==> src/rtl/code5421_pkg.sv <==
`default_nettype none
// ============================================================================
// code5421_pkg : shared 5421-code constants, invalid test, FSM state, widths
// Rev 1.0
// ============================================================================
package code5421_pkg;

  localparam int ERR_CNT_W = 8;

  localparam logic [3:0] C5421_0 = 4'b0000;
  localparam logic [3:0] C5421_1 = 4'b0001;
  localparam logic [3:0] C5421_2 = 4'b0010;
  localparam logic [3:0] C5421_3 = 4'b0011;
  localparam logic [3:0] C5421_4 = 4'b0100;
  localparam logic [3:0] C5421_5 = 4'b1000;
  localparam logic [3:0] C5421_6 = 4'b1001;
  localparam logic [3:0] C5421_7 = 4'b1010;
  localparam logic [3:0] C5421_8 = 4'b1011;
  localparam logic [3:0] C5421_9 = 4'b1100;

  typedef enum logic [1:0] {
    IDLE   = 2'd0,
    DECODE = 2'd1,
    DONE   = 2'd2
  } state_e;

  // The 4-weight bit can only stand alone: x1xx with either low bit set is illegal.
  function automatic logic is_invalid_5421(input logic [3:0] code);
    return code[2] && (code[1] || code[0]);
  endfunction

endpackage : code5421_pkg
`default_nettype wire

==> src/rtl/dec_digit_5421.sv <==
`default_nettype none
// ============================================================================
// dec_digit_5421 : combinational single-digit 5421 -> BCD decoder
// Rev 1.0
// ============================================================================
module dec_digit_5421
  import code5421_pkg::*;
(
  input  logic [3:0] code_i,
  output logic [3:0] bcd_o,
  output logic       invalid_o
);

  always_comb begin
    invalid_o = is_invalid_5421(code_i);
    case (code_i)
      C5421_0: bcd_o = 4'd0;
      C5421_1: bcd_o = 4'd1;
      C5421_2: bcd_o = 4'd2;
      C5421_3: bcd_o = 4'd3;
      C5421_4: bcd_o = 4'd4;
      C5421_5: bcd_o = 4'd5;
      C5421_6: bcd_o = 4'd6;
      C5421_7: bcd_o = 4'd7;
      C5421_8: bcd_o = 4'd8;
      C5421_9: bcd_o = 4'd9;
      default: bcd_o = 4'd0;
    endcase
  end

endmodule : dec_digit_5421
`default_nettype wire

==> src/rtl/code5421_to_bcd_decoder.sv <==
`default_nettype none
// ============================================================================
// code5421_to_bcd_decoder : digit-serial packed 5421 -> packed BCD decoder
// Rev 1.0
// ============================================================================
module code5421_to_bcd_decoder
  import code5421_pkg::*;
#(
  parameter int DIGITS = 4
) (
  input  logic                  clk,
  input  logic                  rst_n,
  input  logic                  in_valid,
  output logic                  in_ready,
  input  logic [4*DIGITS-1:0]   in_code,
  output logic                  out_valid,
  input  logic                  out_ready,
  output logic [4*DIGITS-1:0]   out_bcd,
  output logic [DIGITS-1:0]     out_err,
  output logic [ERR_CNT_W-1:0]  err_count,
  input  logic                  clr_err
);

  localparam int               IDX_W    = (DIGITS > 1) ? $clog2(DIGITS) : 1;
  localparam logic [IDX_W-1:0] LAST_IDX = IDX_W'(DIGITS - 1);

  state_e                 state_q, state_d;
  logic [4*DIGITS-1:0]    code_q;
  logic [4*DIGITS-1:0]    bcd_q;
  logic [DIGITS-1:0]      err_q;
  logic [IDX_W-1:0]       idx_q;
  logic [ERR_CNT_W-1:0]   err_cnt_q, err_cnt_d;

  logic [3:0]             digit_code;
  logic [3:0]             digit_bcd;
  logic                   digit_inv;
  logic                   accept;
  logic                   decoding;
  logic                   last_digit;
  logic                   word_bad;

  assign accept     = in_valid && (state_q == IDLE);
  assign decoding   = (state_q == DECODE);
  assign last_digit = decoding && (idx_q == LAST_IDX);
  assign digit_code = code_q[{idx_q, 2'b00} +: 4];
  // Digit being decoded this cycle is not yet in err_q, so OR it in.
  assign word_bad   = (|err_q) || digit_inv;

  dec_digit_5421 u_dec (
    .code_i    (digit_code),
    .bcd_o     (digit_bcd),
    .invalid_o (digit_inv)
  );

  always_ff @(posedge clk or negedge rst_n) begin
    if (!rst_n) begin
      state_q <= IDLE;
    end else begin
      state_q <= state_d;
    end
  end

  always_comb begin
    state_d = state_q;
    case (state_q)
      IDLE:    if (in_valid)   state_d = DECODE;
      DECODE:  if (last_digit) state_d = DONE;
      DONE:    if (out_ready)  state_d = IDLE;
      default:                 state_d = IDLE;
    endcase
  end

  always_comb begin
    in_ready  = (state_q == IDLE);
    out_valid = (state_q == DONE);
    out_bcd   = bcd_q;
    out_err   = err_q;
    err_count = err_cnt_q;
  end

  always_ff @(posedge clk or negedge rst_n) begin
    if (!rst_n) begin
      code_q <= '0;
      bcd_q  <= '0;
      err_q  <= '0;
      idx_q  <= '0;
    end else if (accept) begin
      code_q <= in_code;
      bcd_q  <= '0;
      err_q  <= '0;
      idx_q  <= '0;
    end else if (decoding) begin
      bcd_q[{idx_q, 2'b00} +: 4] <= digit_bcd;
      err_q[idx_q]               <= digit_inv;
      idx_q                      <= last_digit ? '0 : idx_q + 1'b1;
    end
  end

  always_comb begin
    err_cnt_d = err_cnt_q;
    if (clr_err) begin
      err_cnt_d = '0;
    end else if (last_digit && word_bad && (err_cnt_q != '1)) begin
      err_cnt_d = err_cnt_q + 1'b1;
    end
  end

  always_ff @(posedge clk or negedge rst_n) begin
    if (!rst_n) begin
      err_cnt_q <= '0;
    end else begin
      err_cnt_q <= err_cnt_d;
    end
  end

endmodule : code5421_to_bcd_decoder
`default_nettype wire
==> config.mk <==
export PLATFORM = sky130hd
export DESIGN_NAME = code5421_to_bcd_decoder
export DESIGN_NICKNAME = d
export VERILOG_FILES = /design/src/rtl/code5421_pkg.sv /design/src/rtl/dec_digit_5421.sv /design/src/rtl/code5421_to_bcd_decoder.sv
export SDC_FILE = /design/constraint.sdc
export NUM_CORES = 1
export LEC_CHECK = 0
export ABC_AREA = 1
export CAP_MARGIN = 40
export CORE_MARGIN = 4
export CORE_UTILIZATION = 45
export CTS_CLUSTER_DIAMETER = 150
export CTS_CLUSTER_SIZE = 14
export DETAILED_ROUTE_END_ITERATION = 8
export PLACE_DENSITY = 0.73
export SYNTH_ARGS = -nofsm -noshare
export SYNTH_HDL_FRONTEND = slang
export SYNTH_SLANG_ARGS = --single-unit
==> constraint.sdc <==
create_clock -name clk -period 5.4 [get_ports clk]
set_clock_uncertainty 0.1 [all_clocks]
set_input_delay 0.54 -clock clk [delete_from_list [all_inputs] [get_ports clk]]
set_output_delay 0.54 -clock clk [all_outputs]
set_load 0.005 [all_outputs]
# Word-level counts from Yosys, hierarchy flattened
# Memories as Yosys holds them, arrays and structs flattened.
# Index checks and enable logic that the tools add are counted.
dict set report word_totals {
  wordCells 52
  romBits 64
  inputBits 21
  output_inout_bits 30
  mem_count 1
  register_bits 48
}
dict set report classes {
  reduce_logical 13
  add_sub_neg 3
  shifts 3
  order_cmp 2
  muxes 17
  eq_ne 7
}
# name depth width read_ports rd_ports_with_merged_regs wr line
set memory_table {}
lappend memory_table {{(no name shown)} 16 4 1 0 0 dec_digit_5421.sv:16} ;# case (code_i)
# operator count
set op_table {}
lappend op_table {{2-to-1 mux 16 bit} 2}
lappend op_table {{bitwise mux 16 bit} 1}
lappend op_table {{2-to-1 mux 8 bit} 2}
lappend op_table {{variable shift 4 x 6 -> 16 bit, first input constant} 1}
lappend op_table {{variable part select 16 x 5 -> 4 bit} 1}
lappend op_table {{variable part select 4 x 6 -> 16 bit} 1}
lappend op_table {{2-to-1 mux 2 bit} 6}
lappend op_table {{adder 8 x 1 -> 8 bit, second input constant} 1}
lappend op_table {{2-to-1 mux 4 bit} 2}
lappend op_table {{inequality test 8 bit, second input constant} 1}
lappend op_table {{logical AND 1 bit} 6}
lappend op_table {{negator 4 -> 6 bit} 1}
lappend op_table {{one-hot mux 2 bit (3 select lines)} 1}
lappend op_table {{bitwise mux 4 bit} 1}
lappend op_table {{equality test 2 bit, second input constant} 2}
lappend op_table {{inequality test 2 x 1 -> 1 bit, second input constant} 2}
lappend op_table {{nonzero test 2 bit} 2}
lappend op_table {{OR reduction 4 bit} 1}
lappend op_table {{< comparator 2 x 3 -> 1 bit, second input constant} 1}
lappend op_table {{AND reduction 3 bit} 1}
lappend op_table {{adder 2 x 1 -> 2 bit, second input constant} 1}
lappend op_table {{demux 1 bit (select 2 bit)} 1}
lappend op_table {{equality test 2 x 1 -> 1 bit, second input constant} 1}
lappend op_table {{greater-or-equal comparator 2 x 1 -> 1 bit, second input constant} 1}
lappend op_table {{other kinds (4)} 5}

# Logic depth before layout (Yosys ltp)
dict set report logic_depth {
  depth_word 8
  mapped_depth 15
  depth_no_buf 14
}

# Cells and area by module
# Synthesis repeated with hierarchy kept, for this count alone.
dict set report hier_totals {
  hier_cells 293
  area_unflattened_um2 2543.7
}
# module n_inst seq_area_each_um2 cells_per_inst area_per_inst_um2
set by_module_without_submodules {}
lappend by_module_without_submodules {code5421_to_bcd_decoder 1 1201.2 269 2412.3}
lappend by_module_without_submodules {dec_digit_5421 1 0.0 24 131.4}

# Least setup slack after synthesis
# OpenSTA, ideal clock, no wires.
dict set report synth_timing {
  kind {register to register}
  start {register idx_q[0]}
  end {register err_cnt_q[1], in the netlist err_count[1]}
  stages_incl_launch_ff 15
  path_buffers 1
  setup_slack_ns 3.565
  required_ns 5.174
  period_less_slack_ns 1.835
  arrival_time_ns 1.609
  setup_time_ns 0.126
  path_cell_list {dfrtp_1 -> inv_2 -> buf_6 -> nand2_1 -> nand2_1 -> nand2_1 -> nand2_1 -> inv_1 -> ha_1 -> inv_1 -> nand3_4 -> nand2_4 -> nand2_4 -> nand3_1 -> o21ai_0}
}
dict set report synth_via {
  elab_chain_cells 7
  elab_cells_between_ends 9
  classes_between {eq/ne (1); shift (1); reduce/logical (7)}
}
# item line
set synth_lines {}
lappend synth_lines {{from (decl)} code5421_to_bcd_decoder.sv:31} ;# logic [IDX_W-1:0] idx_q;
lappend synth_lines {{from (signal assigned)} code5421_to_bcd_decoder.sv:95} ;# idx_q <= last_digit ? '0 : idx_q + 1'b1;
lappend synth_lines {{variable part select 16 x 5 -> 4 bit} code5421_to_bcd_decoder.sv:45} ;# assign digit_code = code_q[{idx_q, 2'b00} +: 4];
lappend synth_lines {{logical OR 1 bit} code5421_pkg.sv:29} ;# return code[2] && (code[1] || code[0]);
lappend synth_lines {{logical AND 1 bit} code5421_pkg.sv:29}
lappend synth_lines {{logical OR 1 bit} code5421_to_bcd_decoder.sv:47} ;# assign word_bad = (|err_q) || digit_inv;
lappend synth_lines {{logical AND 1 bit * (2 in a row)} code5421_to_bcd_decoder.sv:103} ;# end else if (last_digit && word_bad && (err_cnt_q != '1)) begin
lappend synth_lines {{nonzero test 2 bit (no source line) *} n/a}
lappend synth_lines {{to (signal assigned)} code5421_to_bcd_decoder.sv:112} ;# err_cnt_q <= err_cnt_d;
lappend synth_lines {{to (decl)} code5421_to_bcd_decoder.sv:32} ;# logic [ERR_CNT_W-1:0] err_cnt_q, err_cnt_d;
# Every way passes the cells marked *; elsewhere a longest branch is shown, timed or not.
# A chain may end at the register's enable or synchronous reset.

# Worst setup path after layout
dict set report layout_timing {
  start {register idx_q[0]}
  end {register err_cnt_q[7], in the netlist err_count[7]}
}
# The elaborated chain is that of the path after synthesis.

==> implementation parameters <==
Parameter                              Value

Floorplanning
  Core ar.    roughly 5500 um^2
  Floorplan die height    slightly above 80 um
  Floorplan die width    roughly 83 um
  Die footprint    6880 um^2
  Count of standard-cell rows    27
  Initial Utilization    about 46%
  Count of pins on the block boundary    51

STA
  Total count of max-transition violations in the final report    0
  Transition time at the pin with the least slew margin    roughly 0.73 ns
  Max_slew headroom    51.1%
  Unrepaired setup endpoints after global routing    no
  Final TNS setup    0 ns
  Number of hold violations in the final report    0
  FMAX    392 MHz
  Number of setup violations in the final report    0
  Minimum clock period    between 2 and 3 ns
  Worst hold slack    approximately 0.07 ns
  Final cycle utilization of the critical path    a little under half

Setup path
  Worst setup path startpoint    idx_q[0]
  Type of the setup path with the least slack    reg2reg
  Setup slack of the worst register-to-register path    2.85 ns
  Crit path required time    5.50 ns
  Kind of end point of the critical path    flop
  Type of element launching the critical path    flop
  Critical path fanouts, max    22
  Critical R2R Launch    idx_q[0]
  Crit path arrival time    2.65 ns
  End of the worst register-to-register path    err_count[7]
  Worst-case reg-to-reg path depth    14
  Capture point of the critical path    err_count[7]

Place
  Port Buf Inserts    50
  DP Wirelength    4070 um
  Routability congestion estimate    between 0.8 and 0.9

Power
  Comb pwr share    ~50%
  Part of the total power dissipated in the clock network    between 10% and 20%
  Peak supply drop    around 0.21 mV
  Internal portion of total power    slightly below 1 mW
  Leakage power of the design    roughly 1.5 nW
  Power density relative to cell area    between 500 and 600 nW/um^2
  Switching power    between 0.7 and 0.8 mW
  Fraction of power consumed by sequential logic    between 30% and 40%
  Switching share of total power    a little over two fifths

Clocking
  # H-tree levels    2
  TritonCTS clock tree    done
  Total of hold buffers inserted after clock tree synthesis    0
  Buffer count from post-CTS setup fixing    0
  Max Buffers Root-to-Sink    2
  Number of cells upsized or downsized after cts    0
  Clock latency reported for the late side of the worst-skew pair    0.31 ns
  Number of buffers created by CTS    5
  Buffer type at the clock tree root    sky130_fd_sc_hd__clkbuf_8
  Register clock-pin slew on the reported worst setup and hold paths    about 0.080 ns
  Number of clock sinks    48

Synth
  Total of flip-flops plus latches after synthesis    48
  Syn Std Cell Area    2530 um^2
  Total of warnings raised by yosys    0
  Syn_nets    around 310
  Cell count after synthesis    ~290
  Mean instance size in the synthesized netlist    8.87 um^2
  Fraction of the yosys area taken by sequential cells    around 48%
  Count of distinct cell types in the synthesized netlist    32

Route
  Total vias in the final route    around 2,000
  Number of iterations in the first detailed-routing pass    5
  Number of routed nets with antenna violations    0
  Post-detailed-routing wire length    5330 um
  Wire length per cell    around 13 um
  DRC Markers    0
  Drt initial violations    105
  Post-DR vias/cell    about 5.0

Status
  Run status    complete, no violations

Layout
  Number of antenna diodes    0
  Number of nets in the layout    ~370
  Signed area change from the synthesized netlist to the final layout    27.2%
  Fraction of final layout cells with drive strength greater than 1    13.6%

GRT
  Global-route layer with the greatest usage    met2
  Vias in the first global route    approximately 2,100
  GR met3 Demand/Resource    ~4.2%
  Overflow left after global routing    0
  Pin count of the biggest net entering global routing    31
  Global-route wire length before repair    9230 um
  Met2 track utilization from global routing    between 20% and 30%
  Number of antenna violations at the first check in global routing    0
  Met1 usage in global routing    between 10% and 20%
  Global router's overall resource usage    16.1%

Worst hold path
  Tightest Hold Check Type    in2async

Flow run
  Max_cap viols    0
[area by class of cell]
class,instances,area [um^2]
clock inverters,1,30.0
fillers,523,2260
clock buffers,7,96.3
inverters,27,103
multi-input cells,203,1160
well taps,72,90.1
flip-flops and latches,48,1200
repair buffers,52,531
[metrics by stage]
| stage | total power [mW] | utilization (%) | instance area, um^2 | setup slack [ns] | std cells |
|---|---|---|---|---|---|
| after floorplan | 1.17 | - | 2530 | 3.57 | 285 |
| after global placement | 1.38 | 55.8 | 3050 | 2.95 | 400 |
| after detailed placement | 1.42 | 56.4 | 3090 | 2.90 | 402 |
| after CTS | 1.71 | 58.7 | 3210 | 2.85 | 410 |
| after global routing | 1.83 | 58.7 | 3210 | 2.62 | 410 |
| final | 1.69 | 58.7 | 3210 | 2.85 | 410 |
[metal layers]
| layer | wire length, um | share of wire (%) |
|---|---|---|
| met5 | 0 | 0 |
| met4 | 108 | 2.0 |
| met3 | 240 | 4.5 |
| met2 | 2590 | 49 |
| met1 | 2390 | 45 |
[state kept, by name (all words and copies together), names as in the netlist]
signal,flops
code_q,16
err_count,8
idx_q,2
out_bcd,16
out_err,4
state_q,2
[kinds of logic after synthesis]
kind of cell / after synthesis / share of synthesized area (%)
simple gates: 157 / 29.8
xor+xnor: 5 / 1.73
mux: 12 / 5.35
buf+inv: 34 / 6.44
flops: 48 / 47.5
compound gates: 21 / 5.25
fa+ha+maj: 8 / 3.96
[power by group through the flow]
stage | logic, mW | registers [mW] | clock network, mW
floorplan | 0.621 | 0.550 | 0
global placement | 0.798 | 0.584 | 0
detailed placement | 0.831 | 0.586 | 0
CTS | 0.837 | 0.578 | 0.291
global route | 0.931 | 0.596 | 0.303
finish | 0.830 | 0.578 | 0.283
[cells in the final DEF (no fill, tap or decap), types with 2 or more instances in the layout]
cell	Yosys	final
sky130_fd_sc_hd__a21oi_1	4	4
sky130_fd_sc_hd__clkbuf_8	0	7
sky130_fd_sc_hd__clkdlybuf4s50_1	0	49
sky130_fd_sc_hd__dfrtp_1	48	48
sky130_fd_sc_hd__ha_1	8	8
sky130_fd_sc_hd__inv_1	24	24
sky130_fd_sc_hd__inv_2	2	2
sky130_fd_sc_hd__mux2_2	12	12
sky130_fd_sc_hd__nand2_1	81	81
sky130_fd_sc_hd__nand2_2	4	4
sky130_fd_sc_hd__nand2_4	4	4
sky130_fd_sc_hd__nand3_1	35	35
sky130_fd_sc_hd__nand3_2	3	3
sky130_fd_sc_hd__nand3_4	2	2
sky130_fd_sc_hd__nand4_1	4	4
sky130_fd_sc_hd__nor2_1	17	17
sky130_fd_sc_hd__nor2_2	3	3
sky130_fd_sc_hd__o21ai_0	10	10
sky130_fd_sc_hd__o21ai_1	2	2
sky130_fd_sc_hd__o21bai_1	2	2
sky130_fd_sc_hd__xor2_1	4	4
[Yosys cell counts]
cell type	number	share of area [%]
sky130_fd_sc_hd__nand2_1	81	12
sky130_fd_sc_hd__dfrtp_1	48	48
sky130_fd_sc_hd__nand3_1	35	6.9
sky130_fd_sc_hd__inv_1	24	3.6
sky130_fd_sc_hd__nor2_1	17	2.5
sky130_fd_sc_hd__mux2_2	12	5.3
sky130_fd_sc_hd__o21ai_0	10	2.0
sky130_fd_sc_hd__ha_1	8	4.0
sky130_fd_sc_hd__a21oi_1	4	0.79
sky130_fd_sc_hd__nand2_2	4	0.99
sky130_fd_sc_hd__nand2_4	4	1.8
sky130_fd_sc_hd__nand4_1	4	0.99
sky130_fd_sc_hd__xor2_1	4	1.4
sky130_fd_sc_hd__nand3_2	3	1.2
sky130_fd_sc_hd__nor2_2	3	0.74
sky130_fd_sc_hd__buf_2	2	0.40
sky130_fd_sc_hd__buf_6	2	0.89
sky130_fd_sc_hd__clkbuf_1	2	0.30
sky130_fd_sc_hd__inv_2	2	0.30
sky130_fd_sc_hd__nand3_4	2	1.4
sky130_fd_sc_hd__o21ai_1	2	0.40
sky130_fd_sc_hd__o21bai_1	2	0.59
sky130_fd_sc_hd__a31oi_4	1	0.84
sky130_fd_sc_hd__buf_12	1	0.79
sky130_fd_sc_hd__clkinv_2	1	0.20
sky130_fd_sc_hd__nor3_2	1	0.40
sky130_fd_sc_hd__nor3b_1	1	0.30
sky130_fd_sc_hd__nor4_1	1	0.25
sky130_fd_sc_hd__o21ai_2	1	0.35
sky130_fd_sc_hd__o31ai_1	1	0.30
sky130_fd_sc_hd__or2_2	1	0.25
sky130_fd_sc_hd__xnor2_1	1	0.35
[worst min path at each step]
stage | start | to | slack [ns] | depth (start not counted)
after floorplan | rst_n | code_q[0] | 0.14 | 0
after global placement | out_bcd[10] | out_bcd[10] | 0.36 | 2
after detailed placement | out_bcd[10] | out_bcd[10] | 0.37 | 2
after CTS | rst_n | code_q[7] | 0.08 | 1
after global routing | rst_n | code_q[10] | 0.1 | 1
final | rst_n | out_bcd[2] | 0.07 | 1
[worst max-delay path, stage by stage, from the launching register on]
cell and delay, ns:
sky130_fd_sc_hd__dfrtp_1 0.82, sky130_fd_sc_hd__inv_2 0.25, sky130_fd_sc_hd__nand2_1 0.12, sky130_fd_sc_hd__nand2_1 0.07, sky130_fd_sc_hd__nand2_1 0.06, sky130_fd_sc_hd__nand2_1 0.13, sky130_fd_sc_hd__inv_1 0.09, sky130_fd_sc_hd__ha_1 0.17
sky130_fd_sc_hd__inv_1 0.07, sky130_fd_sc_hd__nand3_4 0.12, sky130_fd_sc_hd__nand2_4 0.08, sky130_fd_sc_hd__nand2_4 0.16, sky130_fd_sc_hd__nand2_4 0.08, sky130_fd_sc_hd__nand2_1 0.07, sky130_fd_sc_hd__nand2_1 0.05
Note: power is estimated with default switching activity, not from simulation.
